### src/rtl/sar_stim_gen_if.sv
// Bus bundle between the SAR stimulus generator and its environment:
// sweep control, SAR-under-test handshake, and sweep status.
interface sar_stim_gen_if #(
    parameter int unsigned N     = 5,
    parameter int unsigned CNT_W = 8
);
    logic             start;
    logic [1:0]       mode;
    logic [N-1:0]     fixed_code;
    logic [CNT_W-1:0] num_conv;
    logic [N-1:0]     dac_code;
    logic             sar_done;
    logic [N-1:0]     sar_out;
    logic             sar_start;
    logic             comp;
    logic [N-1:0]     vin_code;
    logic             busy;
    logic             done;
    logic [CNT_W-1:0] conv_cnt;
    logic [CNT_W-1:0] err_cnt;

    // Environment side: issues sweeps and plays the SAR under test.
    modport master (
        output start, mode, fixed_code, num_conv, dac_code, sar_done, sar_out,
        input  sar_start, comp, vin_code, busy, done, conv_cnt, err_cnt
    );

    // Generator side.
    modport slave (
        input  start, mode, fixed_code, num_conv, dac_code, sar_done, sar_out,
        output sar_start, comp, vin_code, busy, done, conv_cnt, err_cnt
    );
endinterface

### src/rtl/sar_stim_gen.sv
// SAR stimulus generator: emulates an analog input code and comparator for
// a SAR under test, runs sweeps of conversions, and counts result
// mismatches and conversion timeouts.
module sar_stim_gen #(
    parameter int unsigned N       = 5,
    parameter int unsigned CNT_W   = 8,
    parameter int unsigned TIMEOUT = 12
) (
    input  logic           clk,
    input  logic           reset,
    sar_stim_gen_if.slave  bus
);
    localparam int unsigned TW = (TIMEOUT > 2) ? $clog2(TIMEOUT) : 1;

    typedef enum logic [2:0] {
        IDLE, START, CONV, CHECK, NEXT, DONE
    } state_t;

    typedef enum logic [1:0] {
        M_FIXED = 2'b00,
        M_UP    = 2'b01,
        M_DOWN  = 2'b10,
        M_ALT   = 2'b11
    } mode_t;

    state_t           state;
    mode_t            mode_q;
    logic [CNT_W-1:0] num_q;
    logic [N-1:0]     sar_q;
    logic [TW-1:0]    timer;

    logic             sar_start_r;
    logic             comp_r;
    logic [N-1:0]     vin_r;
    logic             busy_r;
    logic             done_r;
    logic [CNT_W-1:0] conv_r;
    logic [CNT_W-1:0] err_r;

    logic [CNT_W-1:0] conv_inc;
    logic [CNT_W-1:0] err_inc;
    logic [N-1:0]     vin_first;
    logic [N-1:0]     vin_step;

    // Next-value helpers: incremented counters (err saturating) and vin codes.
    always_comb begin
        conv_inc  = conv_r + 1'b1;
        err_inc   = (err_r == '1) ? err_r : err_r + 1'b1;
        vin_first = bus.fixed_code;
        unique case (mode_t'(bus.mode))
            M_UP:    vin_first = '0;
            M_DOWN:  vin_first = '1;
            default: vin_first = bus.fixed_code;
        endcase
        vin_step = vin_r;
        unique case (mode_q)
            M_UP:    vin_step = vin_r + 1'b1;
            M_DOWN:  vin_step = vin_r - 1'b1;
            M_ALT:   vin_step = ~vin_r;
            default: vin_step = vin_r;
        endcase
    end

    // Sweep FSM; every output is registered and updated alongside the state.
    always_ff @(posedge clk) begin
        if (reset) begin
            state       <= IDLE;
            mode_q      <= M_FIXED;
            num_q       <= '0;
            sar_q       <= '0;
            timer       <= '0;
            sar_start_r <= 1'b0;
            comp_r      <= 1'b0;
            vin_r       <= '0;
            busy_r      <= 1'b0;
            done_r      <= 1'b0;
            conv_r      <= '0;
            err_r       <= '0;
        end else begin
            sar_start_r <= 1'b0;
            comp_r      <= 1'b0;
            unique case (state)
                IDLE, DONE: begin
                    if (bus.start) begin
                        mode_q <= mode_t'(bus.mode);
                        num_q  <= bus.num_conv;
                        vin_r  <= vin_first;
                        conv_r <= '0;
                        err_r  <= '0;
                        if (bus.num_conv == '0) begin
                            state  <= DONE;
                            done_r <= 1'b1;
                            busy_r <= 1'b0;
                        end else begin
                            state       <= START;
                            sar_start_r <= 1'b1;
                            done_r      <= 1'b0;
                            busy_r      <= 1'b1;
                        end
                    end
                end
                START: begin
                    timer <= '0;
                    state <= CONV;
                end
                CONV: begin
                    comp_r <= (vin_r >= bus.dac_code);
                    if (bus.sar_done) begin
                        sar_q <= bus.sar_out;
                        state <= CHECK;
                    end else if (timer == TW'(TIMEOUT - 1)) begin
                        err_r <= err_inc;
                        state <= NEXT;
                    end else begin
                        timer <= timer + 1'b1;
                    end
                end
                CHECK: begin
                    if (sar_q != vin_r)
                        err_r <= err_inc;
                    state <= NEXT;
                end
                NEXT: begin
                    conv_r <= conv_inc;
                    if (conv_inc == num_q) begin
                        state  <= DONE;
                        busy_r <= 1'b0;
                        done_r <= 1'b1;
                    end else begin
                        vin_r       <= vin_step;
                        state       <= START;
                        sar_start_r <= 1'b1;
                    end
                end
                default: state <= IDLE;
            endcase
        end
    end

    assign bus.sar_start = sar_start_r;
    assign bus.comp      = comp_r;
    assign bus.vin_code  = vin_r;
    assign bus.busy      = busy_r;
    assign bus.done      = done_r;
    assign bus.conv_cnt  = conv_r;
    assign bus.err_cnt   = err_r;
endmodule

### src/flat_wrapper.sv
// flat-port wrapper written by rule: the top's interface ports become plain ports
module sar_stim_gen_flat 
#(
    parameter int unsigned N       = 5,
    parameter int unsigned CNT_W   = 8,
    parameter int unsigned TIMEOUT = 12
)
  (clk, reset, bus_start, bus_mode, bus_fixed_code, bus_num_conv, bus_dac_code, bus_sar_done, bus_sar_out, bus_sar_start, bus_comp, bus_vin_code, bus_busy, bus_done, bus_conv_cnt, bus_err_cnt);
  sar_stim_gen_if #(.N(N), .CNT_W(CNT_W)) bus_i ();
  input  logic clk;
  input  logic reset;
  input wire logic [$bits(bus_i.start)-1:0] bus_start;
  input wire logic [$bits(bus_i.mode)-1:0] bus_mode;
  input wire logic [$bits(bus_i.fixed_code)-1:0] bus_fixed_code;
  input wire logic [$bits(bus_i.num_conv)-1:0] bus_num_conv;
  input wire logic [$bits(bus_i.dac_code)-1:0] bus_dac_code;
  input wire logic [$bits(bus_i.sar_done)-1:0] bus_sar_done;
  input wire logic [$bits(bus_i.sar_out)-1:0] bus_sar_out;
  output wire logic [$bits(bus_i.sar_start)-1:0] bus_sar_start;
  output wire logic [$bits(bus_i.comp)-1:0] bus_comp;
  output wire logic [$bits(bus_i.vin_code)-1:0] bus_vin_code;
  output wire logic [$bits(bus_i.busy)-1:0] bus_busy;
  output wire logic [$bits(bus_i.done)-1:0] bus_done;
  output wire logic [$bits(bus_i.conv_cnt)-1:0] bus_conv_cnt;
  output wire logic [$bits(bus_i.err_cnt)-1:0] bus_err_cnt;
  assign bus_i.start = bus_start;
  assign bus_i.mode = bus_mode;
  assign bus_i.fixed_code = bus_fixed_code;
  assign bus_i.num_conv = bus_num_conv;
  assign bus_i.dac_code = bus_dac_code;
  assign bus_i.sar_done = bus_sar_done;
  assign bus_i.sar_out = bus_sar_out;
  assign bus_sar_start = bus_i.sar_start;
  assign bus_comp = bus_i.comp;
  assign bus_vin_code = bus_i.vin_code;
  assign bus_busy = bus_i.busy;
  assign bus_done = bus_i.done;
  assign bus_conv_cnt = bus_i.conv_cnt;
  assign bus_err_cnt = bus_i.err_cnt;
  sar_stim_gen #(.N(N), .CNT_W(CNT_W), .TIMEOUT(TIMEOUT)) u_core (.clk(clk), .reset(reset), .bus(bus_i));
endmodule
### config.mk
export PLATFORM = sky130hd
export DESIGN_NAME = sar_stim_gen_flat
export DESIGN_NICKNAME = d
export VERILOG_FILES = /design/src/rtl/sar_stim_gen_if.sv /design/src/rtl/sar_stim_gen.sv /design/src/flat_wrapper.sv
export SDC_FILE = /design/constraint.sdc
export NUM_CORES = 1
export LEC_CHECK = 0
export CAP_MARGIN = 20
export CELL_PAD_IN_SITES_DETAIL_PLACEMENT = 2
export CELL_PAD_IN_SITES_GLOBAL_PLACEMENT = 2
export CORE_MARGIN = 4
export CORE_UTILIZATION = 33
export CTS_CLUSTER_DIAMETER = 60
export DETAILED_ROUTE_END_ITERATION = 12
export GPL_ROUTABILITY_DRIVEN = 0
export PLACE_DENSITY = 0.82
export SYNTH_ARGS = -nofsm -noshare
export SYNTH_HDL_FRONTEND = slang
export SYNTH_SLANG_ARGS = --single-unit
export TNS_END_PERCENT = 20
### constraint.sdc
create_clock -name clk -period 5.1 [get_ports clk]
set_input_delay 0.765 -clock clk [delete_from_list [all_inputs] [get_ports clk]]
set_output_delay 0.765 -clock clk [all_outputs]
set_load 0.02 [all_outputs]
==> flow_summary_export.csv <==
group,metric,value,unit
status,status,"complete, no violations",
detailed_routing,wl,9350,um
global_routing,grt_overflow,0,
global_routing,grt_pass1_wl,15400,um
placement,dp_hpwl,7130,um
detailed_routing,drc,0,
critical_path,cp_max_fo,18,
synthesis,synthFlopType,"dfxtp_1",
synthesis,syn_nets,396,
layout,final_nets,441,
critical_path,crit_chain,"nor3b_2, a31oi_1, o21ai_0, nand3_1, or4_1, a21oi_1",
power_and_ir_drop,pwr-share-comb,36.0,%
clocking,clk_pin_slew_worst_paths,0.09,ns
detailed_routing,via_per_inst,5.56,
power_and_ir_drop,p_clk_share,23.6,%
power_and_ir_drop,p_seq_share,40.4,%
synthesis,yosys.cell_types.count,50,
sta,fin_skew,0.00811,ns
layout,antenna-diode-count,0,
floorplan,die_h,102,um
clocking,postCtsSetupBuffers,0,
clocking,cts_sinks,47,
sta,tightestPinTransition,1.07,ns
layout,synthToLayoutAreaGrowth,24.6,%
power_and_ir_drop,internal_power,729,uW
sta,setup_viol,0,
critical_path,r2r_slack,1.96,ns
critical_path,critPathMaxStageDelay,0.94,ns
power_and_ir_drop,powerDensity,317,mW/mm^2
synthesis,synth_edf_count,0,
clocking,cts_buffers,5,
floorplan,initial_core_util,34.6,%
global_routing,antenna_found_initial,0,
global_routing,grtUsageTotal,18.8,%
critical_path,cp-start-kind,"flip-flop",
power_and_ir_drop,p_sw,414,uW
sta,slew_violations,0,
floorplan,fp.coreArea,0.00838,mm^2
global_routing,grt_max_degree,28,
clocking,cts_hold_buf,0,
clocking,cts_buffer_depth,2,
critical_path,required,5.33,ns
floorplan,die_x,102,um
synthesis,yosysWarnings,0,
layout,post-route-util,43.1,%
synthesis,netlist_instances,352,
synthesis,synthArstFlopShare,0,%
critical_path,reg2reg_from,"u_core.state[2]",
clocking,cts_tree,"yes",
global_routing,grt_pass1_vias,2977,
synthesis,ys_ff_latch,47,
layout,drive_gt1_share,4.53,%
placement,portBuffers,53,
sta,fin_crit_sh,61.7,%
clocking,clk_latency,0.30,ns
hold_path,worstHoldPathCells,2,
detailed_routing,postRouteAntennaNets,0,
power_and_ir_drop,ir_drop,104,uV
sta,hold_violations,0,
clocking,htreeDepth,2,
floorplan,io_pins,54,
detailed_routing,drt_pass1_iterations,4,
power_and_ir_drop,leakagePower,0.00139,uW
detailed_routing,drt_iter0_markers,43,
clocking,cts.repair.resized,0,
sta,period_needed,3.14,ns
power_and_ir_drop,switching_share,36.3,%
floorplan,rows,33,
detailed_routing,routedWlPerCell,18.6,um
critical_path,critPathArrivalTime,3.37,ns
critical_path,cp_slowest_cell,"nor3b_2",
synthesis,avgSynthCellArea,8.23,um^2
sta,max_slew_margin,28.6,%
sta,fmax,0.318,GHz
job,drv_cap,0,
synthesis,synth_seq_area_share,32.5,%
clocking,cts_root_buf,"clkbuf_8",
hold_path,hold_path_class,"flip-flop to flip-flop",
synthesis,synth_area,0.00290,mm^2
sta,fin_tns_setup,0,ns
critical_path,criticalPathCategory,"flip-flop to flip-flop",
hold_path,min_from,"u_core.timer[3]",
critical_path,cp-end-kind,"flip-flop",
hold_path,worstHoldEndpoint,"u_core.timer[3]",
critical_path,timing.rr.end,"u_core.bus.err_cnt[6]",
detailed_routing,vias,2791,
floorplan,dieArea,0.0103,mm^2
critical_path,worst-r2r-cell-count,6,
sta,grt_setup_unrepaired,"false",
## layer usage
metal / track usage, % / share of wire (%) / vias to the layer above
li1: - / - / 1365
met1: 23.6 / 45 / 1386
met2: 34.0 / 51 / 29
met3: 2.62 / 1.9 / 11
met4: 3.89 / 1.2 / 0
met5: 0 / 0 / -
## cell usage after synthesis (2+ instances only)
library cell | number | area share (%)
dfxtp_1 | 47 | 32
nor2_1 | 36 | 4.7
a21oi_1 | 29 | 5.0
nand2_1 | 27 | 3.5
o21ai_0 | 22 | 3.8
mux2i_1 | 21 | 7.3
inv_1 | 16 | 2.1
clkbuf_1 | 14 | 1.8
ha_1 | 14 | 6.0
nand3_1 | 11 | 1.9
nor4_1 | 11 | 2.4
nor3_1 | 10 | 1.7
a211oi_1 | 8 | 2.1
xnor2_1 | 8 | 2.4
xor2_1 | 8 | 2.4
a31oi_1 | 7 | 1.5
a21o_1 | 5 | 1.3
and3_1 | 4 | 0.86
nand2b_1 | 4 | 0.86
or3_1 | 4 | 0.86
a211o_1 | 3 | 0.91
buf_2 | 3 | 0.52
nand3b_1 | 3 | 0.78
nand4_1 | 3 | 0.65
nor2b_1 | 3 | 0.65
o211ai_1 | 3 | 0.78
or4_1 | 3 | 0.78
and2_1 | 2 | 0.43
o31ai_1 | 2 | 0.52
## worst max-delay path, delay by kind of cell (launching register included)
kind,cells,cell delay (ns)
AOI/OAI and AO/OA,3,0.85
and+or+nand+nor,3,1.60
DFF,1,0.61
## power groups by stage
stage,logic [uW],clock network [uW],registers (uW)
CTS,416,281,462
finish,412,270,461
global route,455,288,471
floorplan,275,0,459
detailed placement,411,0,470
global placement,397,0,467
## cell usage in the layout (no fill, tap or decap), types with 8 or more instances in the layout
cell type         n
a211oi_1          8
a21oi_1          29
clkdlybuf4s50_1  53
dfxtp_1          47
ha_1             14
inv_1            16
mux2i_1          21
nand2_1          27
nand3_1          11
nor2_1           36
nor3_1           10
nor4_1           11
o21ai_0          22
xnor2_1           8
xor2_1            8
## per-stage QoR
step	instances	setup slack, ns	hold slack, ns	area, um^2	power, uW
floorplan	352	2.46	0.454	2900	734
detailed placement	495	2.02	0.479	3510	882
global placement	495	2.14	0.474	3510	864
CTS	502	1.99	0.493	3610	1160
global route	502	1.60	0.519	3610	1210
finish	502	1.96	0.485	3610	1140
## final cells by class
cell class / instances / area (um^2)
fill: 947 / 4770
multi-input combinational: 272 / 1830
sequential: 47 / 941
timing repair buffer: 55 / 546
tap: 105 / 131
clock buffer: 6 / 72.6
inverter: 16 / 60.1
clock inverter: 1 / 30.0
## cell families (layout without fill, tap and decap cells)
group	after synthesis	after routing	share of synthesized area, %
flops	47	47	32.5
buf+inv	33	78	4.40
xor+xnor	17	17	5.66
compound gates	92	92	21.2
mux	22	22	7.77
fa+ha+maj	15	15	6.74
simple gates	126	126	21.7
## how the worst max path moves through the flow
stage               cells past startpoint                endpoint              startpoint
floorplan                               7  u_core.bus.vin_code[2]  u_core.bus.conv_cnt[1]
global placement                        6   u_core.bus.err_cnt[6]               bus_start
detailed placement                      6   u_core.bus.err_cnt[6]         u_core.state[2]
CTS                                     6   u_core.bus.err_cnt[6]         u_core.state[2]
global route                            6   u_core.bus.err_cnt[6]         u_core.state[2]
finish                                  6   u_core.bus.err_cnt[6]         u_core.state[2]
## state kept, by name, indices dropped and copies added, names as in the netlist
| signal | count |
|---|---|
| u_core.sar_q | 5 |
| u_core.state | 3 |
| u_core.bus.sar_start | 1 |
| u_core.bus.done | 1 |
| u_core.bus.vin_code | 5 |
| u_core.num_q | 8 |
| u_core.bus.busy | 1 |
| u_core.bus.err_cnt | 8 |
| u_core.timer | 4 |
| u_core.bus.conv_cnt | 8 |
| u_core.bus.comp | 1 |
| u_core.mode_q | 2 |
Power figures use the tool's default switching activity.
